`config.mk`:
```
export PLATFORM = sky130hd
export DESIGN_NAME = tqvp_vga_capture
export DESIGN_NICKNAME = d
export VERILOG_FILES = /design/src/rtl/tqvp_vga_capture.sv
export SDC_FILE = /design/constraint.sdc
export NUM_CORES = 1
export LEC_CHECK = 0
export BUFFER_PORTS_ARGS = -buffer_cell sky130_fd_sc_hd__buf_2
export CAP_MARGIN = 30
export CORE_AREA = 2 2 132 134
export DETAILED_ROUTE_END_ITERATION = 12
export DIE_AREA = 0 0 134 136
export GPL_ROUTABILITY_DRIVEN = 0
export PLACE_DENSITY = 0.52
export SYNTH_ARGS = -nofsm -noshare
export SYNTH_HDL_FRONTEND = slang
export SYNTH_SLANG_ARGS = --single-unit
```
`constraint.sdc`:
```
create_clock -name clk -period 5.5 [get_ports clk]
set_input_delay 0 -clock clk [delete_from_list [all_inputs] [get_ports clk]]
set_output_delay 0 -clock clk [all_outputs]
set_load 0.05 [all_outputs]
```
`src/rtl/tqvp_vga_capture.sv`:
```
// TinyVGA PMOD receiver: locks to hsync/vsync, measures line/frame timing, samples one pixel per frame.
// Optional VGA_CAP_GLITCH_FILTER_EN: syncs need 3 equal samples (pixels delayed to keep coordinates).
module tqvp_vga_capture #(
  parameter int HCNT_W = 12,
  parameter int VCNT_W = 11
) (
  input  logic        clk,
  input  logic        rst_n,
  input  logic [7:0]  ui_in,
  output logic [7:0]  uo_out,
  input  logic [5:0]  address,
  input  logic [31:0] data_in,
  input  logic [1:0]  data_write_n,
  input  logic [1:0]  data_read_n,
  output logic [31:0] data_out,
  output logic        data_ready,
  output logic        user_interrupt
);

  localparam logic [5:0] A_CTRL   = 6'h00;
  localparam logic [5:0] A_STATUS = 6'h04;
  localparam logic [5:0] A_HTIME  = 6'h08;
  localparam logic [5:0] A_VTIME  = 6'h0C;
  localparam logic [5:0] A_CAPPOS = 6'h10;
  localparam logic [5:0] A_CAPDAT = 6'h14;
  localparam logic [HCNT_W-1:0] HMAX = '1;
  localparam logic [VCNT_W-1:0] VMAX = '1;

  typedef enum logic [1:0] {ST_OFF, ST_SEEK, ST_LOCKED} state_t;

  state_t              state, state_n;
  logic [3:0]          ctrl;
  logic [HCNT_W-1:0]   cap_x, hcnt, htotal, hsync_w;
  logic [VCNT_W-1:0]   cap_y, vcnt, vtotal, vsync_w;
  logic [7:0]          frame_cnt;
  logic                cap_valid, irq_pend;
  logic [5:0]          cap_data;
  logic [31:0]         rdata;

  logic wr, rd, wr_ctrl, wr_status, wr_cappos, rd_status;
  logic hs_raw, vs_raw, hs, vs, hs_d, vs_d;
  logic hs_lead, hs_trail, vs_lead, vs_trail;
  logic [5:0] pix_raw, pix;
  logic [HCNT_W-1:0] hcnt_inc;
  logic [VCNT_W-1:0] vcnt_nx;
  logic active, locked, cap_hit, cap_clr, irq_set, irq_clr;
  logic unused_din;

  assign wr        = (data_write_n != 2'b11);
  assign rd        = (data_read_n != 2'b11);
  assign wr_ctrl   = wr && (address == A_CTRL);
  assign wr_status = wr && (address == A_STATUS);
  assign wr_cappos = wr && (address == A_CAPPOS);
  assign rd_status = rd && (address == A_STATUS);
  assign unused_din = ^{data_in[31:16+VCNT_W], data_in[15:HCNT_W]};

  // Normalise so that 1 means "sync active"; pixel reordered to {B1,B0,G1,G0,R1,R0}.
  assign hs_raw  = ui_in[7] ^ ctrl[1];
  assign vs_raw  = ui_in[3] ^ ctrl[2];
  assign pix_raw = {ui_in[2], ui_in[6], ui_in[1], ui_in[5], ui_in[0], ui_in[4]};

`ifdef VGA_CAP_GLITCH_FILTER_EN
  logic [1:0] hs_hist, vs_hist;
  logic [5:0] pix_d1, pix_d2;
  always_ff @(posedge clk or negedge rst_n) begin
    if (!rst_n) begin
      hs_hist <= '0;
      vs_hist <= '0;
      pix_d1  <= '0;
      pix_d2  <= '0;
    end else begin
      hs_hist <= {hs_hist[0], hs_raw};
      vs_hist <= {vs_hist[0], vs_raw};
      pix_d1  <= pix_raw;
      pix_d2  <= pix_d1;
    end
  end
  // hs_d doubles as the filter's held output: a new level is adopted only after three matching samples.
  assign hs  = (hs_hist == {2{hs_raw}}) ? hs_raw : hs_d;
  assign vs  = (vs_hist == {2{vs_raw}}) ? vs_raw : vs_d;
  assign pix = pix_d2;
`else
  assign hs  = hs_raw;
  assign vs  = vs_raw;
  assign pix = pix_raw;
`endif

  assign hs_lead  = hs & ~hs_d;
  assign hs_trail = ~hs & hs_d;
  assign vs_lead  = vs & ~vs_d;
  assign vs_trail = ~vs & vs_d;

  assign active   = (state != ST_OFF);
  assign locked   = (state == ST_LOCKED);
  assign hcnt_inc = (hcnt == HMAX) ? hcnt : hcnt + 1'b1;
  assign vcnt_nx  = (hs_lead && vcnt != VMAX) ? vcnt + 1'b1 : vcnt;

  assign cap_hit  = locked && (hcnt == cap_x) && (vcnt == cap_y) && !cap_valid;
  assign cap_clr  = (wr_status && data_in[1]) || wr_cappos;
  assign irq_set  = locked && vs_lead;
  assign irq_clr  = rd_status || (wr_status && data_in[2]);

  always_comb begin
    state_n = state;
    case (state)
      ST_OFF:    state_n = ST_SEEK;
      ST_SEEK:   if (vs_lead) state_n = ST_LOCKED;
      ST_LOCKED: if (hcnt == HMAX) state_n = ST_SEEK;
      default:   state_n = ST_OFF;
    endcase
    if (!ctrl[0]) state_n = ST_OFF;
  end

  always_ff @(posedge clk or negedge rst_n) begin
    if (!rst_n) begin
      state     <= ST_OFF;
      ctrl      <= 4'h6;
      cap_x     <= '0;
      cap_y     <= '0;
      hs_d      <= 1'b0;
      vs_d      <= 1'b0;
      hcnt      <= '0;
      vcnt      <= '0;
      htotal    <= '0;
      hsync_w   <= '0;
      vtotal    <= '0;
      vsync_w   <= '0;
      frame_cnt <= '0;
      irq_pend  <= 1'b0;
      cap_valid <= 1'b0;
      cap_data  <= '0;
    end else begin
      state <= state_n;
      hs_d  <= hs;
      vs_d  <= vs;
      if (wr_ctrl) ctrl <= data_in[3:0];
      if (wr_cappos) begin
        cap_x <= data_in[HCNT_W-1:0];
        cap_y <= data_in[16 +: VCNT_W];
      end
      if (!active) begin
        hcnt <= '0;
        vcnt <= '0;
      end else begin
        if (hs_lead) begin
          hcnt   <= '0;
          htotal <= hcnt_inc;
        end else begin
          hcnt <= hcnt_inc;
        end
        if (hs_trail) hsync_w <= hcnt_inc;
        // vs edges see the line count after any coincident hs increment.
        if (vs_lead) begin
          vcnt      <= '0;
          vtotal    <= vcnt_nx;
          frame_cnt <= frame_cnt + 8'd1;
        end else begin
          vcnt <= vcnt_nx;
        end
        if (vs_trail) vsync_w <= vcnt_nx;
      end
      irq_pend <= irq_set | (irq_pend & ~irq_clr);
      if (cap_hit) cap_data <= pix;
      if (cap_clr) cap_valid <= 1'b0;
      else if (cap_hit) cap_valid <= 1'b1;
    end
  end

  always_comb begin
    rdata = '0;
    case (address)
      A_CTRL:   rdata[3:0] = ctrl;
      A_STATUS: rdata[15:0] = {frame_cnt, 5'd0, irq_pend, cap_valid, locked};
      A_HTIME: begin
        rdata[HCNT_W-1:0]  = htotal;
        rdata[16 +: HCNT_W] = hsync_w;
      end
      A_VTIME: begin
        rdata[VCNT_W-1:0]  = vtotal;
        rdata[16 +: VCNT_W] = vsync_w;
      end
      A_CAPPOS: begin
        rdata[HCNT_W-1:0]  = cap_x;
        rdata[16 +: VCNT_W] = cap_y;
      end
      A_CAPDAT: rdata[5:0] = cap_data;
      default:  rdata = '0;
    endcase
  end

  assign data_out       = rst_n ? rdata : 32'd0;
  assign data_ready     = 1'b1;
  assign uo_out         = 8'd0;
  assign user_interrupt = irq_pend & ctrl[3];

endmodule

```
==> run metrics, run 1 <==
final core occ 43.0%; drt wl/cell between 15 and 20 um; sequential fraction of the synthesis area about 50%; Final Hold Vio Count 0; Clk Latency, worst-skew pair around 0.43 ns; first-pass GRT wire length ~26,000 um; Post-synth ARST share 100%; startpoint types register; Yosys Warn Count 0; DR iter-0 viols approximately 370; Synth Area per Inst roughly 11 um^2; dpl cell area 6320 um^2; Post-synth EDFFs 0; n_diodes 0; GRT overflow 0; Setup Skew about 0.0096 ns; RSZ-0062 raised after global routing false; Clock Tree Buf Depth 2; Setup CP Type reg -> reg; DIE HEIGHT between 100 and 150 um; die area 18,200 um^2; leakage 3.38 nW; Mapped Cells 550; Worst Tran Pin Value around 1 ns; I/O pin count between 90 and 100; status finished clean; GRT Util Overall 19.0%; port buffer count 71; Final Hold Slack between 0.1 and 0.15 ns; nets 709; maxcap violations 0; die width 134 um; period utilization ~45%; Tightest Hold Check Type in -> async; core box area about 17,000 um^2; Initial Util 34.3%; Mapped Area about 5800 um^2; crit end category register; CTS root buf clkbuf_16; CTS tree done; DP HPWL about 12,000 um; Fmax achieved about 0.41 GHz; power per cell area roughly 340 nW/um^2; Rows 48; Final Max Tran Viols 0; endpoints failing setup 0; maximum vdd ir drop approximately 210 uV; DRC 0; CTS H-tree lvls 4; Post-Layout Inst Area 7260 um^2; vias in the first global route 4,511; arrival time worst endpoint between 2 and 3 ns; Setup TNS 0 ns; Post-DRT Antenna Nets 0; DRT Pass-1 Iters 5; largest net degree at the start of global routing 72; final wirelength roughly 16,000 um; Tmin final roughly 2.4 ns; layout filler cell count 1,611; drt via density between 5 and 6; CTS Sinks between 100 and 150; initial antenna violation count 0; Top FF cell, synth dfrtp_1; via count between 4,000 and 5,000; Post-CTS Setup Inserts 0; synthesis-stage register bit count approximately 120; P&R area growth vs syn 25.6%; Distinct cells, synth 50; cts bufs inserted 17; critical path fanouts, max 23; proportion of layout cells with a drive suffix above 1 a little under a quarter; Max-Slew Margin vs Limit approximately a third; clock-pin slew on the worst setup and hold paths roughly 0.060 ns; CP required about 5.8 ns
==> through the flow <==
stage,cells,worst slack (ns),power (mW)
final,892,3.05,2.44
after global routing,892,2.94,2.54
after CTS,892,3.10,2.46
after detailed placement,824,3.12,1.34
after global placement,822,3.11,1.33
after floorplan,561,3.22,1.23
==> worst max-delay path, cell delays in order (launching register included) <==
cell and delay [ns]:
dfstp_2 0.38, xnor2_1 0.52, nand3_1 0.87, mux2_2 0.55
==> per-layer routing <==
layer	track usage, %	wire (um)	vias up
li1	-	-	2156
met5	0	0	-
met4	5.73	284	0
met1	25.7	7690	2215
met3	5.00	1000	20
met2	30.2	7410	161
==> kinds of logic after synthesis <==
group / after synthesis / share of synthesized area, %
other cells: 2 / 0.130
fa+ha+maj: 3 / 0.649
mux: 47 / 10.3
flops: 116 / 50.2
buf+inv: 44 / 4.02
xor+xnor: 44 / 6.67
compound gates: 97 / 11.3
simple gates: 197 / 16.7
==> cell usage in the layout, fill, tap and decap left out, types with 4 or more instances in the layout <==
master | Yosys | final
a222oi_1 | 19 | 19
dlygate4sd3_1 | 0 | 36
mux2_2 | 18 | 18
nand3_1 | 16 | 16
dfrtp_1 | 114 | 114
nor3_1 | 5 | 5
buf_2 | 3 | 70
nor2_1 | 53 | 53
nor4_1 | 8 | 8
and3_1 | 12 | 12
a21boi_0 | 4 | 4
nand2_1 | 65 | 65
nor3b_1 | 4 | 4
mux2_4 | 20 | 20
nand4_1 | 11 | 11
xor2_1 | 33 | 33
o21ai_0 | 48 | 48
xnor2_1 | 11 | 11
mux2i_1 | 9 | 9
clkbuf_16 | 0 | 17
buf_4 | 13 | 6
clkinv_2 | 0 | 4
a221oi_1 | 4 | 4
inv_1 | 4 | 4
conb_1 | 2 | 13
a21oi_1 | 6 | 6
==> area by class of cell <==
cell class / count / area, um^2 / area share (%)
tap: 225 / 282 / 3.88
multi-input combinational: 401 / 2690 / 37.0
sequential: 116 / 2910 / 40.0
timing repair buffer: 114 / 795 / 10.9
clock buffer: 23 / 478 / 6.58
inverter: 4 / 15.0 / 0.207
clock inverter: 9 / 103 / 1.41
==> worst paths after layout <==
kind	startpoint	endpoint	slack (ns)	cells past startpoint
max	ctrl[1]$_DFFE_PN1P_	hsync_w[5]$_DFFE_PN0P_	3.05	3
min	rst_n	state[0]$_DFFE_PN0P_	0.12	2
max reg2reg	ctrl[1]$_DFFE_PN1P_	hsync_w[5]$_DFFE_PN0P_	3.05	3
min reg2reg	frame_cnt[7]$_DFFE_PN0P_	frame_cnt[7]$_DFFE_PN0P_	0.46	1
max in group asynchronous	rst_n	vsync_w[5]$_DFFE_PN0P_	4.39	4
min in group clk	data_write_n[0]	ctrl[0]$_DFFE_PN0P_	0.20	4
==> registers in the layout, indices dropped and copies added (netlist names) <==
name       count
vs_d           1
frame_cnt      8
hs_d           1
cap_data       6
hsync_w       12
vcnt          11
irq_pend       1
state          2
htotal        12
cap_valid      1
vtotal        11
cap_x         12
cap_y         11
hcnt          12
ctrl           4
vsync_w       11
==> synth_stat cells, drive strengths merged (3+ instances only) <==
cell type,count,share of area (%)
a21boi,4,0.52
nor2b,3,0.32
and2,4,0.43
a21o,3,0.39
a21oi,6,0.52
nand4,11,1.2
ha,3,0.65
nor3b,4,0.52
inv,4,0.26
clkbuf,22,1.4
o21ai,48,4.2
nor3,7,0.78
xnor2,11,1.7
and3,12,1.3
a222oi,19,3.3
nand2,66,4.3
a221oi,4,0.61
nand3b,3,0.39
mux2i,9,1.6
xor2,33,5.0
nor2,53,3.4
buf,18,2.3
nand3,16,1.4
nor4,9,1.1
dfrtp,114,49
mux2,38,8.7
==> what timing repair did <==
| item | 4_1_cts | 5_1_grt |
|---|---|---|
| endpoints found under the hold margin | 75 | 0 |
| resized for setup | 0 | 0 |
| hold buffers | 36 | 0 |
==> report_power, final <==
part / leakage [nW] / switching [mW] / internal (mW)
registers: 1.57 / 0.0922 / 0.941
logic: 1.54 / 0.176 / 0.140
clock network: 0.279 / 0.395 / 0.698
Note: power is estimated with default switching activity, not from simulation.
==> inputs of run 2 (changes only) <==
==> config.mk (replaced) <==
export PLATFORM = sky130hd
export DESIGN_NAME = tqvp_vga_capture
export DESIGN_NICKNAME = d
export VERILOG_FILES = /design/src/rtl/tqvp_vga_capture.sv
export SDC_FILE = /design/constraint.sdc
export NUM_CORES = 1
export LEC_CHECK = 0
export ABC_AREA = 1
export BUFFER_PORTS_ARGS = -buffer_cell sky130_fd_sc_hd__buf_2
export CAP_MARGIN = 30
export CORE_AREA = 2 2 139 141
export DETAILED_ROUTE_END_ITERATION = 12
export DIE_AREA = 0 0 141 143
export GPL_ROUTABILITY_DRIVEN = 0
export PLACE_DENSITY = 0.54
export SYNTH_ARGS = -nofsm -noshare
export SYNTH_HDL_FRONTEND = slang
export SYNTH_SLANG_ARGS = --single-unit
==> constraint.sdc (replaced) <==
create_clock -name clk -period 2 [get_ports clk]
set_input_delay 0 -clock clk [delete_from_list [all_inputs] [get_ports clk]]
set_output_delay 0 -clock clk [all_outputs]
set_load 0.05 [all_outputs]
==> run metrics, run 2 <==
status finished clean; die width 141 um (+5.2%); sequential fraction of the synthesis area 45.3% (-4.9 points); endpoints failing setup 0 (unchanged); GRT overflow 0 (unchanged); WP buf/inv 0 (unchanged); maximum vdd ir drop 538 uV (+160%); Max-Slew Margin vs Limit 59.4% (+26 points); Clk Latency, worst-skew pair 0.42 ns (about the same); vias in the first global route 5,553 (+23%); drt wl/cell 15.8 um (-14%); CTS Sinks 116 (unchanged); core box area 18,600 um^2 (+10%); leakage 4.20 nW (+24%); period utilization 91.7% (+47 points); DP HPWL 14,300 um (+22%); drt via density 4.76 (-6.7%); final wirelength 19,600 um (+20%); Fmax achieved 0.545 GHz (+34%); final core occ 43.3% (+0.30 points); crit-path cells ha_1, nand3_2, nor2_4, nand4_4, nand2_4, xor2_1, nor2b_1; Top FF cell, synth dfrtp_1; clock-pin slew on the worst setup and hold paths 0.06 ns (about the same); synthesis-stage register bit count 116 (unchanged); crit end category register; arrival time worst endpoint 2.18 ns (-0.57 ns); Initial Util 34.5% (+0.24 points); first-pass GRT wire length 30,900 um (+19%); CTS tree done; Synth top cells by count nand2_1 (338), inv_1 (115), dfrtp_1 (114), nor2_1 (71), a21oi_1 (38); Synth area leader dfrtp_1; Rows 50 (+4.2%); port buffer count 71 (unchanged); register area 2910 um^2 (about the same); Distinct cells, synth 45 (-10%); Setup TNS 0 ns (unchanged); n_diodes 0 (unchanged); DRC 0 (unchanged); I/O pin count 94 (unchanged); layout filler cell count 1,921 (+19%); Final Hold Slack 0.0485 ns (-0.0738 ns); Tightest Hold Check Type in -> reg; Synth Area per Inst 7.29 um^2 (-31%); Yosys top cell area share 44.5% (-4.8 points); DRT Pass-1 Iters 5 (unchanged); Setup Skew 0.00957 ns (-0.0000591 ns); die area 20,200 um^2 (+11%); P&R area growth vs syn 25.6% (about the same); power per cell area 933 nW/um^2 (+180%); commonest non-fill, non-tap cell in the layout nand2_1; largest net degree at the start of global routing 104 (+44%); Clock Tree Buf Depth 2 (unchanged); pre-CTS setup slack 0.145 ns (-2.98 ns); Yosys Warn Count 0 (unchanged); Final Max Tran Viols 0 (unchanged); DIE HEIGHT 143 um (+5.1%); Mapped Area 6410 um^2 (+11%); nets 1,050 (+48%); Setup CP Type reg -> reg; commonest non-fill, non-tap cells in the layout nand2_1 (337), inv_1 (115), dfrtp_1 (113); Pwr Total 7.51 mW (+210%); CTS H-tree lvls 4 (unchanged); via count 5,913 (+30%); maxcap violations 0 (unchanged); cts bufs inserted 17 (unchanged); crit-path leading delay family simple AND/OR/NAND/NOR gates; Post-synth EDFFs 0 (unchanged); Area contributors post-synth dfrtp_1 (45%), nand2_1 (20%), inv_1 (6.7%); CP required 2.34 ns (-3.46 ns); GRT Util Overall 20.4% (+1.4 points); Worst path max stage delay 0.40 ns (-0.47 ns); proportion of layout cells with a drive suffix above 1 15.0% (-8.3 points); Post-synth ARST share 100% (unchanged); DR iter-0 viols 507 (+36%); Final Hold Vio Count 0 (unchanged); setup ws final 0.167 ns (-2.88 ns); slowest CP cell dfrtp_1; startpoint types register; Post-DRT Antenna Nets 0 (unchanged); Multi-input gate area 2920 um^2 (+8.6%); RSZ-0062 raised after global routing false; initial antenna violation count 0 (unchanged); Mapped Cells 879 (+60%); critical path fanouts, max 14 (-39%); Tmin final 1.83 ns (-0.617 ns); CTS root buf clkbuf_16; Worst Tran Pin Value 0.606 ns (-0.384 ns); count leader, synth nand2_1
## run 2: changes by cell type after synthesis, moves of 12 or more
cell | previous run | this run
xor2_1 | 33 | 15
nand2_1 | 65 | 338
clkbuf_1 | 22 | 7
and3_1 | 12 | 0
mux2_4 | 20 | 0
a21oi_1 | 6 | 38
nor2_1 | 53 | 71
o21ai_0 | 48 | 22
inv_1 | 4 | 115
mux2_2 | 18 | 0
a222oi_1 | 19 | 0
## run 2: report_power, final
| part | internal, mW | leakage (nW) | total (mW) | switching (mW) |
|---|---|---|---|---|
| Sequential | 2.67 | 1.45 | 2.91 | 0.235 |
| Clock | 2.34 | 0.323 | 3.45 | 1.11 |
| Combinational | 0.384 | 2.43 | 1.15 | 0.767 |
## run 2: what timing repair did
item / 4_1_cts / 5_1_grt
hold buffers: 34 / 0
buffers inserted: 0 / 0
gates resized for setup: 0 / 3
endpoints found under the setup margin: 0 / 5
endpoints found under the hold margin: 125 / 0
## run 2: logic make-up (layout without fill, tap and decap cells)
family	Yosys count	count (layout)	synth area share, %
AND/OR/NAND/NOR	490	490	32.2
AO/OA/AOI/OAI	98	98	8.88
buffers and inverters	151	269	10.1
adder cells (fa/ha/maj)	3	3	0.586
XOR/XNOR	19	19	2.83
other	2	13	0.117
flip-flops	116	116	45.3
## run 2: metal layers
metal	global-route usage (%)	part of all wire, %	vias up
li1	-	-	2952
met1	29.7	50	2779
met2	30.7	44	166
met3	4.46	5.1	16
met4	5.74	1.3	0
met5	0	0	-
## run 2: worst reg2reg max path: stages, from the launching register on
cell	delay [ns]
dfrtp_1	0.40
ha_1	0.22
nand3_2	0.15
nor2_4	0.16
nand4_4	0.13
nand2_4	0.21
xor2_1	0.30
nor2b_1	0.19
## run 2: per-stage QoR
stage	cells	instance area (um^2)
6_report	1242	8050
3_3_place_gp	1176	7040
4_1_cts	1242	8040
2_1_floorplan	890	6450
5_1_grt	1242	8050
3_5_place_dp	1176	7040
## run 2: final cells by class
type	instances	area share, %
clock buffer	23	6.06
clock inverter	9	2.14
inverter	118	5.50
multi-input combinational	623	36.2
sequential	116	36.1
tap	234	3.64
timing repair buffer	119	10.3
## run 2: path summary, 6_finish.rpt
path | startpoint | end | cells past startpoint | slack (ns)
min | data_write_n[1] | cap_valid$_DFFE_PN0P_ | 5 | 0.05
max in group asynchronous | rst_n | ctrl[2]$_DFFE_PN1P_ | 4 | 0.95
max | vcnt[0]$_DFF_PN0_ | vcnt[0]$_DFF_PN0_ | 7 | 0.17
min reg2reg | vsync_w[6]$_DFFE_PN0P_ | vsync_w[6]$_DFFE_PN0P_ | 2 | 0.47
max reg2reg | vcnt[0]$_DFF_PN0_ | vcnt[0]$_DFF_PN0_ | 7 | 0.17
min in group asynchronous | rst_n | vsync_w[0]$_DFFE_PN0P_ | 3 | 0.20
